`src/rtl/acq_sequencer.sv`:
```
// Acquisition sequencer: turns on DAC playback, waits a settle delay, then runs
// N four-phase start/done capture handshakes with the ADC memory controller.
module acq_sequencer #(
  parameter int SETTLE_W = 16,
  parameter int RUNS_W   = 8,
  parameter int TO_W     = 24
) (
  input  logic                sys_clk,
  input  logic                sys_rst,
  input  logic                start_i,
  input  logic                abort_i,
  input  logic [SETTLE_W-1:0] settle_cycles_i,
  input  logic [RUNS_W-1:0]   num_runs_i,
  input  logic [TO_W-1:0]     timeout_i,
  input  logic                adc_done_i,
  output logic                dac_en_o,
  output logic                adc_start_o,
  output logic                busy_o,
  output logic                done_o,
  output logic                err_timeout_o,
  output logic                aborted_o,
  output logic [RUNS_W-1:0]   run_cnt_o
);

  typedef enum logic [2:0] {
    S_IDLE,
    S_SETTLE,
    S_ARM,
    S_WAIT_DONE,
    S_RELEASE,
    S_COMPLETE
  } state_t;

  localparam logic [SETTLE_W-1:0] SETTLE_ONE = SETTLE_W'(1);
  localparam logic [RUNS_W-1:0]   RUNS_ONE   = RUNS_W'(1);
  localparam logic [TO_W-1:0]     TO_ONE     = TO_W'(1);

  state_t              r_state, w_state;
  logic                r_startQ;
  logic [SETTLE_W-1:0] r_cnt, w_cnt;
  logic [RUNS_W-1:0]   r_runs, w_runs;
  logic [TO_W-1:0]     r_timeout, w_timeout;
  logic [TO_W-1:0]     r_toCnt, w_toCnt;
  logic                r_dacEn, w_dacEn;
  logic                r_adcStart, w_adcStart;
  logic                r_busy, w_busy;
  logic                r_done, w_done;
  logic                r_errTo, w_errTo;
  logic                r_aborted, w_aborted;
  logic [RUNS_W-1:0]   r_runCnt, w_runCnt;

  logic                w_startRise;
  logic                w_toHit;
  logic                w_fireTimeout;
  logic [TO_W-1:0]     w_toNext;

  assign w_startRise = start_i & ~r_startQ;
  assign w_toNext    = r_toCnt + TO_ONE;
  // A zero timeout value disables the check entirely.
  assign w_toHit     = (r_timeout != '0) && (w_toNext == r_timeout);

  always_comb begin
    w_state       = r_state;
    w_cnt         = r_cnt;
    w_runs        = r_runs;
    w_timeout     = r_timeout;
    w_toCnt       = r_toCnt;
    w_dacEn       = r_dacEn;
    w_adcStart    = r_adcStart;
    w_done        = r_done;
    w_errTo       = r_errTo;
    w_aborted     = r_aborted;
    w_runCnt      = r_runCnt;
    w_fireTimeout = 1'b0;

    case (r_state)
      S_IDLE: begin
        if (w_startRise) begin
          w_cnt     = settle_cycles_i;
          w_runs    = (num_runs_i == '0) ? RUNS_ONE : num_runs_i;
          w_timeout = timeout_i;
          w_done    = 1'b0;
          w_errTo   = 1'b0;
          w_aborted = 1'b0;
          w_runCnt  = '0;
          w_dacEn   = 1'b1;
          w_state   = S_SETTLE;
        end
      end
      S_SETTLE: begin
        if (r_cnt == '0) begin
          w_state = S_ARM;
        end else begin
          w_cnt = r_cnt - SETTLE_ONE;
        end
      end
      S_ARM: begin
        w_adcStart = 1'b1;
        w_toCnt    = '0;
        w_state    = S_WAIT_DONE;
      end
      S_WAIT_DONE: begin
        if (adc_done_i) begin
          w_adcStart = 1'b0;
          w_runCnt   = (r_runCnt == '1) ? r_runCnt : r_runCnt + RUNS_ONE;
          w_toCnt    = '0;
          w_state    = S_RELEASE;
        end else if (w_toHit) begin
          w_fireTimeout = 1'b1;
        end else begin
          w_toCnt = w_toNext;
        end
      end
      S_RELEASE: begin
        // Further captures re-arm directly: the DAC stays on, no re-settle.
        if (!adc_done_i) begin
          w_state = (r_runCnt == r_runs) ? S_COMPLETE : S_ARM;
        end else if (w_toHit) begin
          w_fireTimeout = 1'b1;
        end else begin
          w_toCnt = w_toNext;
        end
      end
      S_COMPLETE: begin
        w_dacEn = 1'b0;
        w_done  = 1'b1;
        w_state = S_IDLE;
      end
      default: begin
        w_state = S_IDLE;
      end
    endcase

    if (w_fireTimeout) begin
      w_errTo    = 1'b1;
      w_dacEn    = 1'b0;
      w_adcStart = 1'b0;
      w_state    = S_IDLE;
    end

    // Abort overrides everything else once an acquisition is underway.
    if ((r_state != S_IDLE) && abort_i) begin
      w_state    = S_IDLE;
      w_dacEn    = 1'b0;
      w_adcStart = 1'b0;
      w_aborted  = 1'b1;
      w_done     = r_done;
      w_errTo    = r_errTo;
      w_runCnt   = r_runCnt;
    end

    w_busy = (w_state != S_IDLE);
  end

  always_ff @(posedge sys_clk) begin
    if (sys_rst) begin
      r_state    <= S_IDLE;
      r_startQ   <= 1'b0;
      r_cnt      <= '0;
      r_runs     <= '0;
      r_timeout  <= '0;
      r_toCnt    <= '0;
      r_dacEn    <= 1'b0;
      r_adcStart <= 1'b0;
      r_busy     <= 1'b0;
      r_done     <= 1'b0;
      r_errTo    <= 1'b0;
      r_aborted  <= 1'b0;
      r_runCnt   <= '0;
    end else begin
      r_state    <= w_state;
      r_startQ   <= start_i;
      r_cnt      <= w_cnt;
      r_runs     <= w_runs;
      r_timeout  <= w_timeout;
      r_toCnt    <= w_toCnt;
      r_dacEn    <= w_dacEn;
      r_adcStart <= w_adcStart;
      r_busy     <= w_busy;
      r_done     <= w_done;
      r_errTo    <= w_errTo;
      r_aborted  <= w_aborted;
      r_runCnt   <= w_runCnt;
    end
  end

  assign dac_en_o      = r_dacEn;
  assign adc_start_o   = r_adcStart;
  assign busy_o        = r_busy;
  assign done_o        = r_done;
  assign err_timeout_o = r_errTo;
  assign aborted_o     = r_aborted;
  assign run_cnt_o     = r_runCnt;

endmodule

```
`config.mk`:
```
export PLATFORM = sky130hd
export DESIGN_NAME = acq_sequencer
export DESIGN_NICKNAME = d
export VERILOG_FILES = /design/src/rtl/acq_sequencer.sv
export SDC_FILE = /design/constraint.sdc
export NUM_CORES = 1
export LEC_CHECK = 0
export ABC_AREA = 1
export CAP_MARGIN = 20
export CORE_MARGIN = 10
export CORE_UTILIZATION = 51
export DETAILED_ROUTE_END_ITERATION = 10
export PLACE_DENSITY = 0.82
export SETUP_SLACK_MARGIN = 0.05
export SLEW_MARGIN = 20
export SYNTH_ARGS = -nofsm -noshare
export SYNTH_HDL_FRONTEND = slang
export SYNTH_SLANG_ARGS = --single-unit
```
`constraint.sdc`:
```
create_clock -name sys_clk -period 1.9 [get_ports sys_clk]
set_input_delay 0.19 -clock sys_clk [delete_from_list [all_inputs] [get_ports sys_clk]]
set_output_delay 0.19 -clock sys_clk [all_outputs]
set_load 0.01 [all_outputs]
```
==> results <==
- The flow ran to the end, but the final reports show violations.
- The final reports fail on setup timing.
- 0 antenna diodes ended up in the layout.
- The net count after synthesis is between 900 and 1000.
- The initial antenna violation count is 0.
- The worst slew margin relative to its limit is around two fifths.
- The worst reg2reg path startpoint is r_toCnt[0].
- The total clock buffers created by CTS is 9.
- The total of warnings raised by yosys is 0.
- The most repeated cell in the gate-level netlist after synthesis is sky130_fd_sc_hd__nand2_1.
- The average instance area after synthesis is ~6 µm².
- The detailed-route via count is 7471.
- The tool flagged a number of max-cap violations equal to 0.
- For this configuration, the core starts out at a cell density of between 50% and 60%.
- The clock root buffer is sky130_fd_sc_hd__clkbuf_8.
- The number of routed nets with antenna violations is 0.
- The final setup violation count is 47.
- The post-detailed-placement half-perimeter wirelength is 13.3 mm.
- For the worst setup path, the data required time is 2230 ps.
- Entering global routing, the biggest net connects 39 pins.
- The number of top-level pins is 67.
- The clock net sink count is 90.
- The worst-margin pin slew is about 900 ps.
- The post-route netlist has 29.6% of its cells at a drive strength greater than 1.
- The CTS H-tree depth is 3.
- Once placement finished, the instance area stood at about 0.0074 mm².
- The number of register bits inferred by synthesis is 90.
- The number of standard cells after synthesis is 930.
- Yosys mapped a number of flops with a built-in enable equal to 0.
- The type of element capturing the critical path is a flop.
- The first global-routing pass estimated 30.3 mm of wire.
- For this design the ratio of total power to cell area is 660 mW/mm².
- The share of the core filled with cells in the final layout is 78.0%.
- Timing would allow up to slightly above 400 MHz.
- In the final routed layout, each cell accounts on average for between 15 and 20 µm.
- The portion of the clock cycle consumed by the worst path in the final layout is 129%.
- The congestion estimate from routability-driven global placement came to roughly 0.94.
- The die area is roughly 0.016 mm².
- Leaving out filler cells and counting taps, the final layout contains around 1300.
- After synthesis, the netlist uses 41 different library cells.
- The fraction of synthesis flops using an asynchronous set or reset pin is 0%.
- The worst-case IR drop observed on VDD is between 0.7 and 0.8 mV.
- Counting tap cells, the placed design contains a total of around 1200 instances.
- After global routing the overflow that remains totals 0.
- Tracing the worst setup path back leads to its startpoint at r_toCnt[0].
- The routed design has about 23 mm of wire.
- The synthesized netlist occupies a cell area of about 0.0057 mm².
- Setup slack on the critical path of the routed design comes to -544 ps.
- The worst min-delay path startpoint is settle_cycles_i[4].
- The maximum buffer depth of the clock tree is 2.
- The number of iterations in the first detailed-routing pass is 6.
- The later pin in the worst-skew pair is clocked with a latency of ~400 ps.
- At the worst endpoint, the arrival time is around 2800 ps.
- The prevailing post-synth register cell is sky130_fd_sc_hd__dfxtp_1.
- The share of synthesized area occupied by flip-flops and latches is 31.6%.
- By area the synthesized netlist is led by sky130_fd_sc_hd__dfxtp_1 (32%), sky130_fd_sc_hd__nand2_1 (19%), sky130_fd_sc_hd__nand3_1 (7.9%), sky130_fd_sc_hd__nor2_1 (7.4%), sky130_fd_sc_hd__inv_1 (6.1%).
- The kind of cell adding the most delay to the critical path is simple AND/OR/NAND/NOR gates.
- The total global-route track usage is a little under a quarter.
- The die is 126 µm wide.
- Along the worst path, the maximum fanout reaches 6.
- In this run the static leakage power is ~3.7 nW.
- The final number of hold-violating endpoints was 0.
- The kind of start point of the critical path is a flop.
- The type of the most critical hold path is in -> reg.
- The net count of the finished layout is 1179.
- The first routing iteration left roughly 950 violations.
- The setup skew after layout is ~17 ps.
- After detailed routing, the number of vias per cell comes to around 6.
- The largest stage delay on the critical path is ~380 ps.
- The post-route cell area is roughly 0.0085 mm².
- The region available for standard cell placement spans 0.0109 mm².
- By count the netlist is led by sky130_fd_sc_hd__nand2_1 (292), sky130_fd_sc_hd__nor2_1 (112), sky130_fd_sc_hd__inv_1 (93), sky130_fd_sc_hd__dfxtp_1 (90), sky130_fd_sc_hd__nand3_1 (90).
- The type of the worst setup path is reg -> reg.
- After clock tree synthesis, the clock-pin slew on the worst setup and hold paths is around 100 ps.
- The count of final max-slew check failures is 0.
- The cell type with the highest occurrence count on the critical path is sky130_fd_sc_hd__buf_6.
- The area growth from synthesis to final layout is 48.9%.
- The clock tree from TritonCTS is done.
- Setup repair after global routing could not meet its margin everywhere.
- The design draws ~0.0056 W.
- Buffers placed on the I/O ports in this run total 66.
- The critical path goes through ha_4 > nand2_4 > nor2_4 > nand2_4 > buf_6 > o21ai_4 > buf_6 > buf_4 > nand3_2 > nand2_2 > nor2_1 > nand3_1 > nor2_4 > buf_12 > buf_6 > nand3_2 > nand2_1 > a21oi_2.
- The share of the synthesized area in the top cell type is a little under a third.
- On the critical path, the stage with the largest delay is an instance of sky130_fd_sc_hd__dfxtp_4.
- The post-detailed-route DRC marker count is 0.
- The floorplan has 38 rows.
- The smallest clock period supported by the final layout is computed as between 2000 and 2500 ps.
- The number of buffers and inverters on the critical path is 5.
- The overall die height is about 130 µm.
- The number of global-route vias before repair is approximately 6400.
- Before CTS, the worst setup slack after placement is -397 ps.
- Of all cell types, the one taking the most synthesized area is sky130_fd_sc_hd__dfxtp_1.
-- path summary, 6_finish.rpt --
kind,endpoint,slack [ps],depth (start not counted)
worst min register to register,err_timeout_o,500,2
worst min-delay path,r_cnt[4],390,3
worst max-delay path,r_toCnt[9],-540,18
worst max register to register,r_toCnt[9],-540,18
-- layer usage --
layer | vias to the layer above | global-route usage, % | wire [µm]
met5 | - | 0 | 0
met2 | 539 | 38.3 | 11100
met3 | 113 | 4.11 | 2400
li1 | 3386 | - | -
met4 | 0 | 9.78 | 1150
met1 | 3433 | 27.3 | 8690
-- report_power, final --
part / leakage (nW) / total (W) / internal (W) / switching (W)
Sequential: 0.744 / 0.00219 / 0.00203 / 0.000153
Clock: 0.112 / 0.00153 / 0.000739 / 0.000794
Combinational: 2.82 / 0.00189 / 0.000845 / 0.00104
Total: 3.67 / 0.00561 / 0.00362 / 0.00199
-- kinds of logic after synthesis --
| group | after synthesis | share of synthesized area (%) |
|---|---|---|
| compound gates | 149 | 14.9 |
| xor+xnor | 17 | 2.85 |
| fa+ha+maj | 3 | 0.658 |
| buf+inv | 125 | 8.80 |
| flops | 90 | 31.6 |
| simple gates | 546 | 41.2 |
-- cells in the final DEF, fill, tap and decap left out, drive strengths merged --
cell	n
clkdlybuf4s50	66
nand4	8
o21a	2
nand3	92
a21oi	65
o31ai	2
inv	98
bufinv	1
a211oi	2
o21ai	68
dfxtp	90
xnor2	6
nor3	8
o211ai	3
nand2	299
xor2	10
xnor3	1
o311ai	1
nor2	124
a21boi	1
and2	2
clkinv	2
nor4	1
buf	141
and3	1
a31oi	5
clkinvlp	1
ha	3
clkbuf	14
or2	4
nand3b	7
-- through the flow --
step                      hold slack [ps]  setup TNS (ps)
after detailed placement              456          -11730
after floorplan                       315           -2010
after global placement                453          -10640
final                                 392          -17120
after global routing                  400          -22010
after CTS                             353          -11020
-- registers in the layout (all words and copies together) (netlist names), 3 cells and up --
name       cells
run_cnt_o      8
r_toCnt       24
r_timeout     24
r_cnt         16
r_runs         8
r_state        3
-- final cells by class --
type                       instances  area [µm²]
clock inverter                     5        63.8
fill                             675        2390
tap                              140         175
sequential                        90        1820
multi-input combinational        715        3950
timing repair buffer             210        1950
clock buffer                      11         163
inverter                          97         369
-- repair_timing --
item | 4_1_cts | 5_1_grt
buffers inserted | 11 | 20
pin swaps | 19 | 34
gates cloned | 1 | 4
resized for setup | 30 | 126
hold buffers | 0 | 0
endpoints found under the setup margin | 46 | 54
-- worst register-to-register path, delay by kind of cell (launching register included) --
family          cells  cell delay, ps
simple gates       10             890
compound gates      2             330
buf+inv             5             620
fa+ha+maj           1             170
flops               1             380
No activity file was read; power rests on OpenSTA's default activity.
